**config.mk**
```make
export PLATFORM = sky130hd
export DESIGN_NAME = key_debouncer
export DESIGN_NICKNAME = d
export VERILOG_FILES = /design/src/rtl/key_debouncer.sv
export SDC_FILE = /design/constraint.sdc
export NUM_CORES = 1
export LEC_CHECK = 0
export CAP_MARGIN = 20
export CORE_UTILIZATION = 41
export CTS_BUF_LIST = sky130_fd_sc_hd__clkbuf_8 sky130_fd_sc_hd__clkbuf_16
export DETAILED_ROUTE_END_ITERATION = 10
export GPL_ROUTABILITY_DRIVEN = 0
export GPL_TIMING_DRIVEN = 1
export PLACE_DENSITY_LB_ADDON = 0.3
export SLEW_MARGIN = 20
export SYNTH_ARGS = -nofsm -noshare
export SYNTH_HDL_FRONTEND = slang
export SYNTH_SLANG_ARGS = --single-unit
```
**constraint.sdc**
```tcl
create_clock -name clock -period 4.1 [get_ports clock]
set_input_delay 0.615 -clock clock [delete_from_list [all_inputs] [get_ports clock]]
set_output_delay 0.615 -clock clock [all_outputs]
set_load 0.05 [all_outputs]
```
**src/rtl/key_debouncer.sv**
```systemverilog
// rtl/key_debouncer.sv - two-flop synchronizer plus per-channel debounce with press/release pulses
// Optional auto-repeat of key_pressed is built when KEY_DEBOUNCER_AUTOREPEAT_EN is defined.
module key_debouncer #(
   parameter int WIDTH           = 4,
   parameter int DEBOUNCE_CYCLES = 1000000,
   parameter int ACTIVE_LOW      = 1,
   parameter int REPEAT_DELAY    = 25000000,
   parameter int REPEAT_PERIOD   = 5000000
) (
   input  logic             clock,
   input  logic             reset,
   input  logic [WIDTH-1:0] key_raw,
   output logic [WIDTH-1:0] key_state,
   output logic [WIDTH-1:0] key_pressed,
   output logic [WIDTH-1:0] key_released
);
   localparam int               CNT_W    = $clog2(DEBOUNCE_CYCLES);
   localparam logic [CNT_W-1:0] CNT_LAST = CNT_W'(DEBOUNCE_CYCLES - 1);
   localparam logic [WIDTH-1:0] INACTIVE = (ACTIVE_LOW != 0) ? '1 : '0;

   if (DEBOUNCE_CYCLES < 2 || REPEAT_DELAY < 1 || REPEAT_PERIOD < 1) begin : g_bad_params
      $error("key_debouncer: invalid parameter values");
   end

   logic [WIDTH-1:0] sync1;
   logic [WIDTH-1:0] sync2;
   logic [WIDTH-1:0] sample;
   logic [WIDTH-1:0] accept;
   logic [CNT_W-1:0] cnt [WIDTH];

   always_ff @(posedge clock or posedge reset) begin
      if (reset) begin
         sync1 <= INACTIVE;
         sync2 <= INACTIVE;
      end else begin
         sync1 <= key_raw;
         sync2 <= sync1;
      end
   end

   // sample is 1 when the channel is active, whatever the pin polarity
   assign sample = sync2 ^ INACTIVE;

   always_comb begin
      accept = '0;
      for (int i = 0; i < WIDTH; i++) begin
         accept[i] = (sample[i] != key_state[i]) && (cnt[i] == CNT_LAST);
      end
   end

   always_ff @(posedge clock or posedge reset) begin
      if (reset) begin
         for (int i = 0; i < WIDTH; i++) begin
            cnt[i] <= '0;
         end
         key_state    <= '0;
         key_released <= '0;
      end else begin
         for (int i = 0; i < WIDTH; i++) begin
            if (sample[i] == key_state[i] || accept[i]) begin
               cnt[i] <= '0;
            end else begin
               cnt[i] <= cnt[i] + 1'b1;
            end
         end
         key_state    <= key_state ^ accept;
         key_released <= accept & key_state;
      end
   end

`ifdef KEY_DEBOUNCER_AUTOREPEAT_EN
   localparam int               RPT_MAX   = (REPEAT_DELAY > REPEAT_PERIOD) ? REPEAT_DELAY : REPEAT_PERIOD;
   localparam int               RPT_W     = $clog2(RPT_MAX + 1);
   localparam logic [RPT_W-1:0] RPT_FIRST = RPT_W'(REPEAT_DELAY - 1);
   localparam logic [RPT_W-1:0] RPT_NEXT  = RPT_W'(REPEAT_PERIOD - 1);

   logic [RPT_W-1:0] rpt_cnt [WIDTH];
   logic [WIDTH-1:0] rpt_first;
   logic [WIDTH-1:0] rpt_fire;

   // an accepted change in the same cycle (i.e. a release) always wins over a repeat
   always_comb begin
      rpt_fire = '0;
      for (int i = 0; i < WIDTH; i++) begin
         rpt_fire[i] = key_state[i] && !accept[i] &&
                       (rpt_cnt[i] == (rpt_first[i] ? RPT_FIRST : RPT_NEXT));
      end
   end

   always_ff @(posedge clock or posedge reset) begin
      if (reset) begin
         for (int i = 0; i < WIDTH; i++) begin
            rpt_cnt[i] <= '0;
         end
         rpt_first   <= '0;
         key_pressed <= '0;
      end else begin
         for (int i = 0; i < WIDTH; i++) begin
            if (!key_state[i] || accept[i] || rpt_fire[i]) begin
               rpt_cnt[i] <= '0;
            end else begin
               rpt_cnt[i] <= rpt_cnt[i] + 1'b1;
            end
            if (accept[i]) begin
               rpt_first[i] <= 1'b1;
            end else if (rpt_fire[i]) begin
               rpt_first[i] <= 1'b0;
            end
         end
         key_pressed <= (accept & ~key_state) | rpt_fire;
      end
   end
`else
   always_ff @(posedge clock or posedge reset) begin
      if (reset) begin
         key_pressed <= '0;
      end else begin
         key_pressed <= accept & ~key_state;
      end
   end
`endif

endmodule

```
==> reports/metrics.cfg, run 1 <==
[floorplan]
dieArea_um2=11900
die_height_um=109
top_level_ports=18
fp.dieW_um=109
core_um2=11000
num_rows=38
initial_core_util_pct=42.7

[yosys]
synth-edff-count=0
synth_top_cell_by_area=dfrtp_1
async_reset_ff_share_pct=100
synth.avg_cell_area_um2=10.2
yosys_warnings=0
synth_area_um2=4690
synthTopCellsByArea=dfrtp_1, xnor2_1, nor2_1
ys_ff_latch=100
syn-num-nets=476
synth_seq_area_share_pct=53.6
synth_cells=458
synth-main-ff-cell=dfrtp_1
synthDistinctLibCells=33
synth_top_area_share_pct=49.1

[critical_path]
path_class=register to primary output
critPathCaptureType=primary output
slowest_stage=clkdlybuf4s50_1
cp_max_fo=4
reg2regPathDepth=6
cpPeakStageDelay_ns=0.82
critPathTopFamily=buffers and inverters
cp_cell_sequence=clkdlybuf4s50_1
worstSetupPathDepth=1
critPathLaunchType=register
cp.arrival_ns=1.57
r2r_slack_ns=1.96
required_ns=3.48
path_buf_inv=1

[clocking]
hold_buffers=0
cts-root-buf=clkbuf_16
cts_resized=0
cts_tree=yes
cts_sinks=100
cts_setup_buffers=0
htreeDepth=3
cts_buffers=9
clk-insertion-delay-late_ns=0.34
path_clk_slew_ns=0.07
clockBufferDepth=2

[run]
maxCapViolCount=0

[worst_hold_path]
hold_depth=0
hp-class=register to register

[global_routing]
grt_overflow=0
grt_pass1_vias=3272
antenna_found_initial=0
grt_start_max_net_pins=86
gr-usage-all-layers_pct=15.6
grt_pass1_wl_mm=14.6

[placement]
portBuffers=17
dp_cells=606
place_hpwl_mm=5.48

[final_layout]
multi_input_area_um2=2040
areaGrowthSynthToFinish_pct=13.8
regArea_um2=2510
drive_gt1_share_pct=8.09
finalNetCount=495
antenna_cells=0
layoutNonFillerInstCount=622
n_fill_cell=1003

[pwr]
p_leak_nw=2.18
powerDensity_nw_per_um2=372
worst_ir_drop_vdd_mv=0.217

[route]
drt-total-wl_mm=8.04
vias=3263
ant_nets=0
wl_per_cell_um=12.9
drc=0
drt_first_pass_iters=4
via_per_inst=5.25
drt-initial-drc-count=142

[timing]
setup-tns-final_ns=0
period_needed_ns=2.19
slew_headroom_pct=51.1
hold_violations=0
final.period_utilization_pct=53.3
fmax_mhz=457
worstMarginPinSlew_ns=0.733
skew_ns=0.00706
report.final.slew_viol_count=0
whs_ns=0.356
setup_violations=0
rsz0062_at_grt=no

[run_status]
outcome=completed

==> flip-flops by register name, summed over array words and instances (netlist names) <==
name	flops
key_released	4
key_state	4
key_pressed	4
cnt	80
sync2	4
sync1	4
==> layout make-up <==
| cell class | instances | share of cell area, % |
|---|---|---|
| Clock inverter | 7 | 1.85 |
| Sequential cell | 100 | 47.1 |
| Clock buffer | 9 | 4.22 |
| Tap cell | 140 | 3.28 |
| Inverter | 25 | 1.85 |
| Multi-Input combinational cell | 322 | 38.2 |
| Timing Repair Buffer | 19 | 3.47 |
==> Yosys cell counts (2+ instances only) <==
cell type	number
dfrtp_1	92
nor2_1	72
xnor2_1	40
nand3_1	27
inv_1	25
nand2_1	21
a21oi_1	18
xor2_1	18
nor4_1	17
nand4_1	15
nor3_1	14
ha_1	12
o31ai_1	10
or4_1	10
or3_1	9
dfstp_2	8
buf_2	7
o21ai_0	7
and4_1	6
a31o_2	4
clkbuf_1	4
and4b_1	3
nand3b_1	3
nand4_2	3
nor4b_1	3
and3_1	2
or2_2	2
==> per-layer routing <==
metal,part of all wire (%),global-route usage [%]
met5,0,0
met3,2.6,3.77
met2,48,26.3
met4,0.86,4.05
met1,49,20.0
==> path summary, 6_finish.rpt <==
| path | from | end |
|---|---|---|
| setup / recovery | key_state[3] | key_state[3] |
| hold / removal | sync1[1] | sync2[1] |
| setup reg to reg | cnt[0] | cnt[10] |
| hold reg to reg | sync1[1] | sync2[1] |
| max in group asynchronous | reset | sync2[3] |
| min in group asynchronous | reset | cnt[69] |
==> report_power, final <==
part           internal, mW  total (mW)  switching (mW)  leakage (nW)
Sequential             1.00        1.01          0.0116          1.36
Combinational        0.0179      0.0588          0.0409         0.661
Clock                 0.539       0.909           0.370         0.156
==> cell usage in the layout (no fill, tap or decap), types with 2 or more instances in the layout <==
master | netlist | layout
a21oi_1 | 18 | 18
a31o_2 | 4 | 4
and3_1 | 2 | 2
and4_1 | 6 | 6
and4b_1 | 3 | 3
buf_4 | 0 | 2
bufinv_16 | 0 | 2
clkbuf_16 | 0 | 9
clkdlybuf4s50_1 | 0 | 17
dfrtp_1 | 92 | 92
dfstp_2 | 8 | 8
ha_1 | 12 | 12
inv_1 | 25 | 24
inv_6 | 0 | 3
nand2_1 | 21 | 21
nand3_1 | 27 | 27
nand3b_1 | 3 | 3
nand4_1 | 15 | 15
nand4_2 | 3 | 3
nor2_1 | 72 | 72
nor3_1 | 14 | 14
nor4_1 | 17 | 17
nor4b_1 | 3 | 3
o21ai_0 | 7 | 7
o31ai_1 | 10 | 10
or2_2 | 2 | 2
or3_1 | 9 | 9
or4_1 | 10 | 10
xnor2_1 | 40 | 40
xor2_1 | 18 | 18
==> through the flow <==
step	utilization [%]	power (mW)	setup slack, ns	instance area (um2)
3_5_place_dp	45.6	1.09	1.90	5010
6_report	48.6	1.98	1.91	5340
3_3_place_gp	45.6	1.09	1.91	5010
5_1_grt	48.6	2.07	1.77	5340
2_1_floorplan	-	1.07	0.879	4690
4_1_cts	48.6	2.01	1.89	5330
==> cells by family after synthesis <==
| kind of cell | after synthesis | share of synthesized area [%] |
|---|---|---|
| AO/OA/AOI/OAI | 40 | 5.20 |
| XOR/XNOR | 58 | 10.8 |
| buffers and inverters | 36 | 3.07 |
| AND/OR/NAND/NOR | 212 | 24.1 |
| flip-flops | 100 | 53.6 |
| adder cells (fa/ha/maj) | 12 | 3.20 |
(Power assumes the default switching activity.)
==> inputs of run 2 (changes only) <==
clock period = 2.2 ns   (was 4.1 ns; I/O delays follow)
==> run 2 against run 1 <==
Against the previous run:
- via count increased by 1.6%
- sequential cell count unchanged
- design area increased by 1.2%
- critical path type is now register to register
- final cell count increased by 0.80%
- combinational power increased by 110%
- total power increased by 84%
- worst hold slack improved by 0.00051 ns
- sequential power increased by 87%
- clock power increased by 78%
- worst setup slack got worse by 1.7 ns
==> reports/metrics.cfg, run 2 (same netlist as run 1, synthesis figures left out) <==
[global_routing]
antenna_found_initial=0
gr-usage-all-layers_pct=15.9
grt_overflow=0
grt_start_max_net_pins=37
grt_pass1_vias=3202
grt_pass1_wl_mm=14.7

[timing]
whs_ns=0.357
setup_violations=0
rsz0062_at_grt=no
slew_headroom_pct=61.2
fmax_mhz=496
final.period_utilization_pct=91.6
period_needed_ns=2.02
setup-tns-final_ns=0
worstMarginPinSlew_ns=0.576
hold_violations=0
report.final.slew_viol_count=0
skew_ns=0.00687

[clocking]
clk-insertion-delay-late_ns=0.35
cts_buffers=9
cts_tree=yes
cts_sinks=100
cts-root-buf=clkbuf_16
cts_resized=0
clockBufferDepth=2
cts_setup_buffers=0
hold_buffers=0
htreeDepth=3
path_clk_slew_ns=0.07

[final_layout]
final_common_cell=dfrtp_1
areaGrowthSynthToFinish_pct=15.1
final_cell_mix=dfrtp_1, nor2_1, xnor2_1
finalNetCount=500
n_fill_cell=998
antenna_cells=0
regMostFlops=cnt
drive_gt1_share_pct=9.03
largest_reg_flops=80
final_util_pct=49.2
multi_input_area_um2=2040
regArea_um2=2510

[pwr]
powerDensity_nw_per_um2=674
p_leak_nw=2.19
power_mw=3.64
worst_ir_drop_vdd_mv=0.753

[critical_path]
r2r_slack_ns=0.18
path_class=register to register
cpPeakStageDelay_ns=0.47
cp_max_fo=19
cp.arrival_ns=2.23
r2r_start=cnt[20]
reg2reg_to=cnt[32]
critPathCaptureType=register
slowest_stage=a31o_2
path_buf_inv=0
critPathTopFamily=simple AND/OR/NAND/NOR gates
reg2regPathDepth=5
critPathLaunchType=register
cp_cell_sequence=ha_1 -> nand3_1 -> nor4_1 -> a31o_2 -> nor2_1
required_ns=2.42

[worst_hold_path]
holdPathEnd=sync2[3]
hp-class=register to register
holdCritStartpoint=sync1[3]
hold_depth=0

[route]
vias=3316
ant_nets=0
drt_first_pass_iters=4
wl_per_cell_um=13.2
via_per_inst=5.29
drt-initial-drc-count=188
drt-total-wl_mm=8.30
drc=0

[placement]
place_hpwl_mm=5.67
portBuffers=17

[run]
maxCapViolCount=0

[floorplan]
fp.dieW_um=109
initial_core_util_pct=42.7
top_level_ports=18
num_rows=38
core_um2=11000
die_height_um=109
dieArea_um2=11900

[run_status]
outcome=completed

-- run 2: cell types whose count changed in the layout (fill, tap and decap cells not counted), moves of 2 or more --
cell / change
buf_4: +2
clkbuf_8: +2
clkinvlp_4: +4
buf_12: +3
inv_6: -3
-- run 2: worst max-delay path by stage --
stage             from       to  slack, ns  cells after the start
5_1_grt        cnt[20]  cnt[22]       0.02                      5
3_3_place_gp   cnt[20]  cnt[34]       0.32                      5
4_1_cts        cnt[20]  cnt[25]       0.19                      5
3_5_place_dp   cnt[20]  cnt[32]       0.23                      5
2_1_floorplan  cnt[20]  cnt[29]       0.37                      7
6_report       cnt[20]  cnt[32]       0.18                      5
-- run 2: final cells by class --
class	count	share of cell area [%]
Sequential cell	100	46.5
Multi-Input combinational cell	322	37.8
Inverter	25	1.81
Tap cell	140	3.24
Clock inverter	5	1.11
Timing Repair Buffer	24	4.82
Clock buffer	11	4.68
-- run 2: per-layer routing --
layer  GRT usage [%]  vias to the layer above  share of wire (%)
met1            20.7                     1623                 48
met2            25.9                       38                 48
li1                -                     1644                  -
met3            4.12                       11                2.9
met5               0                        -                  0
met4            4.63                        0                1.2
-- run 2: power by group --
group          leakage [nW]  switching (mW)  internal (mW)  total [mW]
Clock                 0.140           0.682          0.943        1.62
Sequential             1.36          0.0223           1.87        1.89
Combinational         0.693          0.0786         0.0437       0.122
-- run 2: stage by stage --
step                      std cells  worst slack, ns  instance area [um2]
after floorplan                 458            0.373                 4690
after global placement          611            0.317                 5090
after detailed placement        611            0.228                 5090
after CTS                       627            0.188                 5400
after global routing            627           0.0160                 5400
final                           627            0.185                 5400
